==> src/rtl/regfile_pkg.sv <==
// Shared widths and write-back controller state type for the register file
// write-port logic.
package regfile_pkg;

  localparam int unsigned ADDR_WIDTH = 5;
  localparam int unsigned REG_DATA_W = 32;
  localparam int unsigned WR_CNT_W   = 16;

  typedef enum logic {
    IDLE  = 1'b0,
    WRITE = 1'b1
  } wb_state_t;

endpackage

==> src/rtl/rr_arbiter.sv <==
// Rotating-priority arbiter: one-hot grant to the first request found
// searching upward from ptr with wrap-around, gated by en.
module rr_arbiter #(
  parameter int unsigned N_REQ = 3,
  parameter int unsigned PTR_W = $clog2(N_REQ)
) (
  input  logic [N_REQ-1:0] req,
  input  logic [PTR_W-1:0] ptr,
  input  logic             en,
  output logic [N_REQ-1:0] grant,
  output logic [PTR_W-1:0] grant_idx,
  output logic             grant_vld
);

  int unsigned idx;

  always_comb begin
    grant     = '0;
    grant_idx = '0;
    grant_vld = 1'b0;
    idx       = 0;
    for (int unsigned off = 0; off < N_REQ; off++) begin
      idx = 32'(ptr) + off;
      if (idx >= N_REQ) begin
        idx = idx - N_REQ;
      end
      if (en && !grant_vld && req[idx[PTR_W-1:0]]) begin
        grant[idx[PTR_W-1:0]] = 1'b1;
        grant_idx             = idx[PTR_W-1:0];
        grant_vld             = 1'b1;
      end
    end
  end

endmodule

==> src/rtl/regfile_wb_arbiter.sv <==
// Write-back arbiter for the register file's single write port, with
// registered write outputs and same-cycle forwarding onto both read ports.
module regfile_wb_arbiter
  import regfile_pkg::*;
#(
  parameter int unsigned N_REQ = 3
) (
  input  logic                          clk,
  input  logic                          ares,
  input  logic [N_REQ-1:0]              req_valid,
  output logic [N_REQ-1:0]              req_ready,
  input  logic [N_REQ*ADDR_WIDTH-1:0]   req_addr,
  input  logic [N_REQ*REG_DATA_W-1:0]   req_data,
  input  logic                          stall,
  output logic                          wen,
  output logic [ADDR_WIDTH-1:0]         waddr,
  output logic [REG_DATA_W-1:0]         wdata,
  input  logic [ADDR_WIDTH-1:0]         raddr1,
  input  logic [ADDR_WIDTH-1:0]         raddr2,
  input  logic [REG_DATA_W-1:0]         rf_rdata1,
  input  logic [REG_DATA_W-1:0]         rf_rdata2,
  output logic [REG_DATA_W-1:0]         rdata1,
  output logic [REG_DATA_W-1:0]         rdata2,
  output logic [$clog2(N_REQ)-1:0]      grant_id,
  output logic [WR_CNT_W-1:0]           wr_cnt
);

  localparam int unsigned PTR_W = $clog2(N_REQ);

  wb_state_t             state_q, state_d;
  logic [PTR_W-1:0]      rr_ptr_q, rr_ptr_d;
  logic [ADDR_WIDTH-1:0] waddr_q, waddr_d;
  logic [REG_DATA_W-1:0] wdata_q, wdata_d;
  logic [PTR_W-1:0]      grant_id_q, grant_id_d;
  logic [WR_CNT_W-1:0]   wr_cnt_q, wr_cnt_d;

  logic [N_REQ-1:0]      grant;
  logic [PTR_W-1:0]      grant_idx;
  logic                  grant_vld;
  logic                  arb_en;
  logic [ADDR_WIDTH-1:0] sel_addr;
  logic [REG_DATA_W-1:0] sel_data;
  logic                  xfer_wr;

  // Reset gates the grant combinationally so no handshake completes while ares is high.
  assign arb_en = !stall && !ares;

  rr_arbiter #(
    .N_REQ (N_REQ),
    .PTR_W (PTR_W)
  ) u_rr_arbiter (
    .req       (req_valid),
    .ptr       (rr_ptr_q),
    .en        (arb_en),
    .grant     (grant),
    .grant_idx (grant_idx),
    .grant_vld (grant_vld)
  );

  assign req_ready = grant;

  always_comb begin
    sel_addr = '0;
    sel_data = '0;
    for (int unsigned i = 0; i < N_REQ; i++) begin
      if (grant[i]) begin
        sel_addr = req_addr[i*ADDR_WIDTH +: ADDR_WIDTH];
        sel_data = req_data[i*REG_DATA_W +: REG_DATA_W];
      end
    end
  end

  assign xfer_wr = grant_vld && (sel_addr != '0);

  always_comb begin
    state_d    = xfer_wr ? WRITE : IDLE;
    rr_ptr_d   = rr_ptr_q;
    grant_id_d = grant_id_q;
    waddr_d    = waddr_q;
    wdata_d    = wdata_q;
    wr_cnt_d   = wr_cnt_q;
    if (grant_vld) begin
      grant_id_d = grant_idx;
      rr_ptr_d   = (grant_idx == PTR_W'(N_REQ - 1)) ? '0 : grant_idx + PTR_W'(1);
    end
    if (xfer_wr) begin
      waddr_d = sel_addr;
      wdata_d = sel_data;
      if (wr_cnt_q != '1) begin
        wr_cnt_d = wr_cnt_q + WR_CNT_W'(1);
      end
    end
  end

  always_ff @(posedge clk or posedge ares) begin
    if (ares) begin
      state_q    <= IDLE;
      rr_ptr_q   <= '0;
      grant_id_q <= '0;
      waddr_q    <= '0;
      wdata_q    <= '0;
      wr_cnt_q   <= '0;
    end else begin
      state_q    <= state_d;
      rr_ptr_q   <= rr_ptr_d;
      grant_id_q <= grant_id_d;
      waddr_q    <= waddr_d;
      wdata_q    <= wdata_d;
      wr_cnt_q   <= wr_cnt_d;
    end
  end

  assign wen      = (state_q == WRITE);
  assign waddr    = waddr_q;
  assign wdata    = wdata_q;
  assign grant_id = grant_id_q;
  assign wr_cnt   = wr_cnt_q;

  // x0 never forwards: the file's hard-wired zero always wins for address 0.
  assign rdata1 = (wen && (raddr1 == waddr_q) && (raddr1 != '0)) ? wdata_q : rf_rdata1;
  assign rdata2 = (wen && (raddr2 == waddr_q) && (raddr2 != '0)) ? wdata_q : rf_rdata2;

endmodule

==> config.mk <==
export PLATFORM = sky130hd
export DESIGN_NAME = regfile_wb_arbiter
export DESIGN_NICKNAME = d
export VERILOG_FILES = /design/src/rtl/regfile_pkg.sv /design/src/rtl/rr_arbiter.sv /design/src/rtl/regfile_wb_arbiter.sv
export SDC_FILE = /design/constraint.sdc
export NUM_CORES = 1
export LEC_CHECK = 0
export CAP_MARGIN = 15
export CORE_AREA = 2 2 121 123
export DETAILED_ROUTE_END_ITERATION = 7
export DIE_AREA = 0 0 123 125
export PLACE_DENSITY = 0.74
export REMOVE_ABC_BUFFERS = 1
export SLEW_MARGIN = 20
export SYNTH_ARGS = -nofsm -noshare
export SYNTH_HDL_FRONTEND = slang
export SYNTH_SLANG_ARGS = --single-unit
==> constraint.sdc <==
create_clock -name clk -period 6.1 [get_ports clk]
set_input_delay 0.61 -clock clk [delete_from_list [all_inputs] [get_ports clk]]
set_output_delay 0.61 -clock clk [all_outputs]
set_load 0.02 [all_outputs]
==> metrics.cfg <==
[status]
status = completed

[synth]
ys_seq_area_frac = 0.324
synth_ff_type = dfrtp_1
ys_types = 51
synthMuxAreaShare = 0.260
yosys.area.top_type_share = 0.324
synth-compound-area-share = 0.157
synth_area_mm2 = 0.00448
yosysTopAreaCell = dfrtp_1
synth_adder_area_share = 0.0140
synthSimpleGateAreaFrac = 0.162
synthCells = 496
ys_async_sr_fraction = 1.00
synth_top_family_by_area = multiplexers
synth_edf_count = 0
avgSynthCellArea_um2 = 9.04
synth_area_leaders = dfrtp_1 (32%), mux2_2 (24%), a21oi_1 (5.5%)
ys_seq_elements = 58
yosysWarnings = 0
synthXorXnorAreaFrac = 0.0332

[detailed_routing]
drt_iter0_drc = 265
first_pass_iters = 5
wl_per_cell_um = 18.6
dr_total_vias = 5095
drcViolationCount = 0
wl_um = 18200
detail-route-antenna-nets = 0
avgViaCountPerCell = 5.21

[layout]
drive_above_1_share = 0.161
diodes = 0
area.growth.synth_to_final_pct = 78.9
layout_commonest_cell = clkdlybuf4s50_1
final_cell_mix = clkdlybuf4s50_1 (313), mux2_2 (97), dfrtp_1 (58)
fin_cells = 978
fill_cells = 1227
final_core_util = 0.565
layout.nets = 985

[power_and_ir_drop]
ir_worst_vdd_mv = 0.188
power_uw = 3040
powerDensity_mw_per_mm2 = 380
p_leak_uw = 0.00329

[clock_tree]
ctsHoldBuffers = 0
h-tree-depth = 3
cts_made_buffers = 9
postCtsSetupRepairBufs = 0
clk_latency_ns = 0.31
cts_buffer_depth = 2
cts_tree = done
cts-root-buf = clkbuf_16
cts.sink_count = 58
clk_pin_slew_ns = 0.05
cts_resized = 0

[sta]
finClkSkew_ns = 0.00377
finalCritPeriodShare = 0.775
hold_viol = 0
setup_viol_count_final = 0
rsz0062_at_grt = no
fin_crit_ns = 4.73
tightest_slew_ns = 0.888
setup-tns-final_ns = 0
max-slew-margin-rel = 0.408
timing.fmax_mhz = 212
drv_slew = 0

[place]
place_congestion = 0.941
placedCellCount = 962
numPortBuffers = 313
hpwlAfterDp_um = 13800

[worst_setup_path]
crit_buf_inv = 3
critPathLaunch = rr_ptr_q[0]$_DFFE_PP0P_
rr_endpoint = wdata[20]$_DFFE_PP0P_
cp.required_ns = 6.29
rrSetupSlack_ns = 1.37
arrival_ns = 4.92
path_class = reg2reg
crit_path_end_kind = flip-flop
cp-start-kind = flip-flop
crit_path_frequent_cell = inv_1
cp_cell_sequence = inv_1 > ha_1 > mux2i_1 > or3b_1 > a211oi_4 > buf_4 > inv_1 > o2bb2ai_1 > and4_1 > nand2_2 > mux2_1
cp_top_family = simple AND/OR/NAND/NOR gates
cpMaxStageDelayCell = and4_1
worstPathMaxFanout = 53
max_stage_delay_ns = 0.76
reg2reg_from = rr_ptr_q[0]$_DFFE_PP0P_
r2r_cells = 11

[floorplanning]
row_count = 44
die_h_um = 125
start_util = 0.316
die_area_mm2 = 0.0154
core_mm2 = 0.0142
io_pins = 314
die_w_um = 123

[global_routing]
grt_pass1_wl_um = 27500
first_global_vias = 5181
grt.total_usage = 0.228
grt_overflow_total = 0
antenna_found_initial = 0
grt_max_degree = 59

[min_path]
min_to = grant_id[1]$_DFFE_PP0P_
worstHoldStart = grant_id[1]$_DFFE_PP0P_
hold_path_depth = 1
hp-class = reg2reg

[run]
cap_violations = 0

how the worst max path moves through the flow:
stage,endpoint,cells past startpoint
floorplan,wdata[20]$_DFFE_PP0P_,9
global placement,wdata[20]$_DFFE_PP0P_,10
detailed placement,wdata[21]$_DFFE_PP0P_,10
CTS,wdata[20]$_DFFE_PP0P_,11
global route,wdata[20]$_DFFE_PP0P_,11
finish,wdata[20]$_DFFE_PP0P_,11
kinds of logic (layout without fill, tap and decap cells):
| kind of cell | after synthesis | in the layout |
|---|---|---|
| fa+ha+maj | 5 | 5 |
| xor+xnor | 17 | 17 |
| flops | 58 | 58 |
| mux | 104 | 104 |
| compound gates | 117 | 117 |
| buf+inv | 51 | 349 |
| simple gates | 144 | 144 |
sequential cells by signal (all words and copies together), names as in the netlist:
name      flops
waddr         5
wdata        32
wen           1
rr_ptr_q      2
wr_cnt       16
grant_id      2
stage by stage:
stage / area (µm²) / hold slack (ns) / setup slack [ns]
final: 8020 / 0.474 / 1.37
after global placement: 7740 / 0.469 / 1.29
after floorplan: 4310 / 0.502 / 0.979
after global routing: 8020 / 0.502 / 0.958
after detailed placement: 7740 / 0.467 / 1.06
after CTS: 8020 / 0.478 / 1.36
Yosys cell counts, drive strengths merged, types with 4 or more instances:
| cell type | n |
|---|---|
| mux2 | 100 |
| dfrtp | 58 |
| nand2 | 57 |
| a21oi | 49 |
| o21ai | 39 |
| and3 | 36 |
| buf | 21 |
| clkbuf | 17 |
| nand3 | 17 |
| xor2 | 15 |
| inv | 13 |
| nor2 | 9 |
| a211oi | 8 |
| nand2b | 6 |
| ha | 5 |
| mux2i | 4 |
| nor4 | 4 |
| o2bb2ai | 4 |
area by class of cell:
| class | count | area [µm²] | share of cell area |
|---|---|---|---|
| Multi-Input combinational cell | 387 | 2830 | 0.352 |
| Clock buffer | 13 | 240 | 0.0299 |
| Clock inverter | 3 | 40.0 | 0.00499 |
| Sequential cell | 58 | 1450 | 0.181 |
| Timing Repair Buffer | 320 | 3190 | 0.397 |
| Inverter | 13 | 48.8 | 0.00608 |
| Tap cell | 184 | 230 | 0.0287 |
layer usage:
layer / vias up / share of wire / GRT usage
li1: 2384 / - / -
met5: - / 0 / 0
met4: 0 / 0.020 / 0.0582
met1: 2408 / 0.38 / 0.267
met2: 269 / 0.51 / 0.418
met3: 34 / 0.085 / 0.0465
where the power goes:
part / total, µW / leakage [µW] / switching [µW] / internal [µW]
registers: 779 / 0.000745 / 218 / 562
clock network: 481 / 0.000138 / 166 / 315
logic: 1780 / 0.00241 / 921 / 864
total: 3040 / 0.00329 / 1300 / 1740
Power figures use the tool's default switching activity.
==> RTL edit: new RTL, same flow settings <==
`WR_CNT_W`: 16 -> 32.
--- a/src/rtl/regfile_pkg.sv
+++ b/src/rtl/regfile_pkg.sv
@@ -5,5 +5,5 @@
   localparam int unsigned ADDR_WIDTH = 5;
   localparam int unsigned REG_DATA_W = 32;
-  localparam int unsigned WR_CNT_W   = 16;
+  localparam int unsigned WR_CNT_W   = 32;
 
   typedef enum logic {
Ports: changed (resized wr_cnt); port bits go from 314 to 330. No check against the original RTL was run, so the function may have changed too.
==> RTL edit against the unedited design <==
Final area grew 9.7%. Fmax is 0.38% lower. Routed wire length increased by 14%. Power down 8.0%. Final cell count increased by 10%. Sequential cell count up 16. Core utilization rose by 5.5 points. Setup slack got worse by 0.018 ns. Area after synthesis up 13%. Via count rose by 10%. Highest routed layer is now met5. Critical path type unchanged. Largest cell class unchanged. First-iteration DRC count increased by 25%.
==> RTL edit: results (changes against the unedited design) <==
stage;metric;value;unit;change
run_status;status;complete, no violations;;unchanged
power;ir_worst_vdd;303;uV;was 188 uV
placed_design;post-dp-hpwl;15500;microns;was 13800 microns
finish;final_cells;1076;;was 978
sta;slew_headroom;0.313;;was 0.408
critical_path;arrival;4.98;ns;was 4.92 ns
power;power_leakage;3.42;nW;was 3.29 nW
placed_design;portBuffers;329;;was 313
detailed_routing;drt-total-wl;20600;microns;was 18200 microns
logic_synthesis;avgSynthCellArea;8.73;sq um;was 9.04 sq um
global_route;grt_pass1_wl;31300;microns;was 27500 microns
finish;final_layout_size_suffix_gt1_frac;0.131;;was 0.161
global_route;grt_max_degree;75;;was 59
global_route;antenna_found_initial;2;;was 0
global_route;grt_pass1_vias;5479;;was 5181
sta;fin_skew;0.00971;ns;was 0.00377 ns
detailed_routing;vias;5624;;was 5095
logic_synthesis;yosysUniqueCellTypes;46;;was 51
logic_synthesis;ys_top_cells_by_count;nand2_1, dfrtp_1, a21oi_1;;was mux2_2, dfrtp_1, nand2_1
critical_path;slowest_stage;o21ai_4;;was and4_1
placed_design;place_congestion;0.814;;was 0.941
finish;fillCellCount;1233;;was 1227
logic_synthesis;synth.top_cells.by_area;dfrtp_1, mux2_2, a21oi_1, nand2_1, xor2_1;;was dfrtp_1, mux2_2, a21oi_1, and3_1, nand2_1
logic_synthesis;yosysSeqAreaShare;0.365;;was 0.324
global_route;track_usage;0.266;;was 0.228
==> RTL edit: changes by cell type after synthesis, sizes merged, moves of 6 or more <==
cell    unedited run  this run
mux2             100        68
and3              36         6
nand2             57        85
a21oi             49        73
nand3             17        40
xor2              15        33
dfrtp             58        74
nor3               2        18
nor4               4        19
nor2               9        17
a211oi             8         2
clkbuf            17        23
==> RTL edit: path summary, 6_finish.rpt <==
kind	startpoint	endpoint	slack (ns)	cells after the start
max	rr_ptr_q[0]	wr_cnt[1]	1.35	12
min	wr_cnt[28]	wr_cnt[28]	0.49	1
max reg2reg	rr_ptr_q[0]	wr_cnt[1]	1.35	12
min reg2reg	wr_cnt[28]	wr_cnt[28]	0.49	1
max in group asynchronous	ares	wdata[18]	4.49	3
min in group asynchronous	ares	grant_id[1]	0.92	3
==> RTL edit: final cells by class <==
class,count,area share
Clock inverter,7,0.00867
Clock buffer,9,0.0256
Tap cell,184,0.0262
Inverter,12,0.00526
Multi-Input combinational cell,454,0.344
Timing Repair Buffer,336,0.380
Sequential cell,74,0.210
==> RTL edit: critical path, delay by kind of cell (launching register included) <==
| family | cells | cell delay (ns) |
|---|---|---|
| simple gates | 2 | 0.36 |
| mux | 1 | 0.35 |
| buf+inv | 3 | 1.19 |
| compound gates | 5 | 1.92 |
| flops | 1 | 0.39 |
| fa+ha+maj | 1 | 0.40 |
==> RTL edit: per-layer routing <==
metal | wire, microns | GRT usage | vias to the layer above | part of all wire
met1 | 8130 | 0.318 | 2662 | 0.39
met4 | 691 | 0.102 | 2 | 0.033
li1 | - | - | 2678 | -
met3 | 2080 | 0.0985 | 43 | 0.10
met5 | 10 | 0 | - | 0.00048
met2 | 9720 | 0.433 | 239 | 0.47
==> RTL edit: stage by stage <==
stage	hold WS (ns)	power, W	cell area, sq um	utilization
detailed placement	0.469	0.00227	8500	0.598
CTS	0.491	0.00282	8800	0.619
global route	0.519	0.00300	8800	0.619
floorplan	0.494	0.00157	4880	-
finish	0.489	0.00280	8800	0.619
global placement	0.474	0.00225	8500	0.598
==> RTL edit: cells by family after synthesis <==
group | count (synthesis) | share of synthesized area
DFF | 74 | 0.365
buffers and inverters | 53 | 0.0456
xor gates and xnor gates | 36 | 0.0622
and+or+nand+nor | 212 | 0.216
AOI/OAI and AO/OA | 128 | 0.138
adders and majority gates | 5 | 0.0123
muxes | 73 | 0.161
==> RTL edit: power groups by stage <==
stage               Clock (W)  Sequential [W]  Combinational (W)
floorplan                   0        0.000855           0.000712
global placement            0        0.000763            0.00148
detailed placement          0        0.000761            0.00151
CTS                  0.000555        0.000756            0.00151
global route         0.000579        0.000774            0.00164
finish               0.000543        0.000755            0.00150
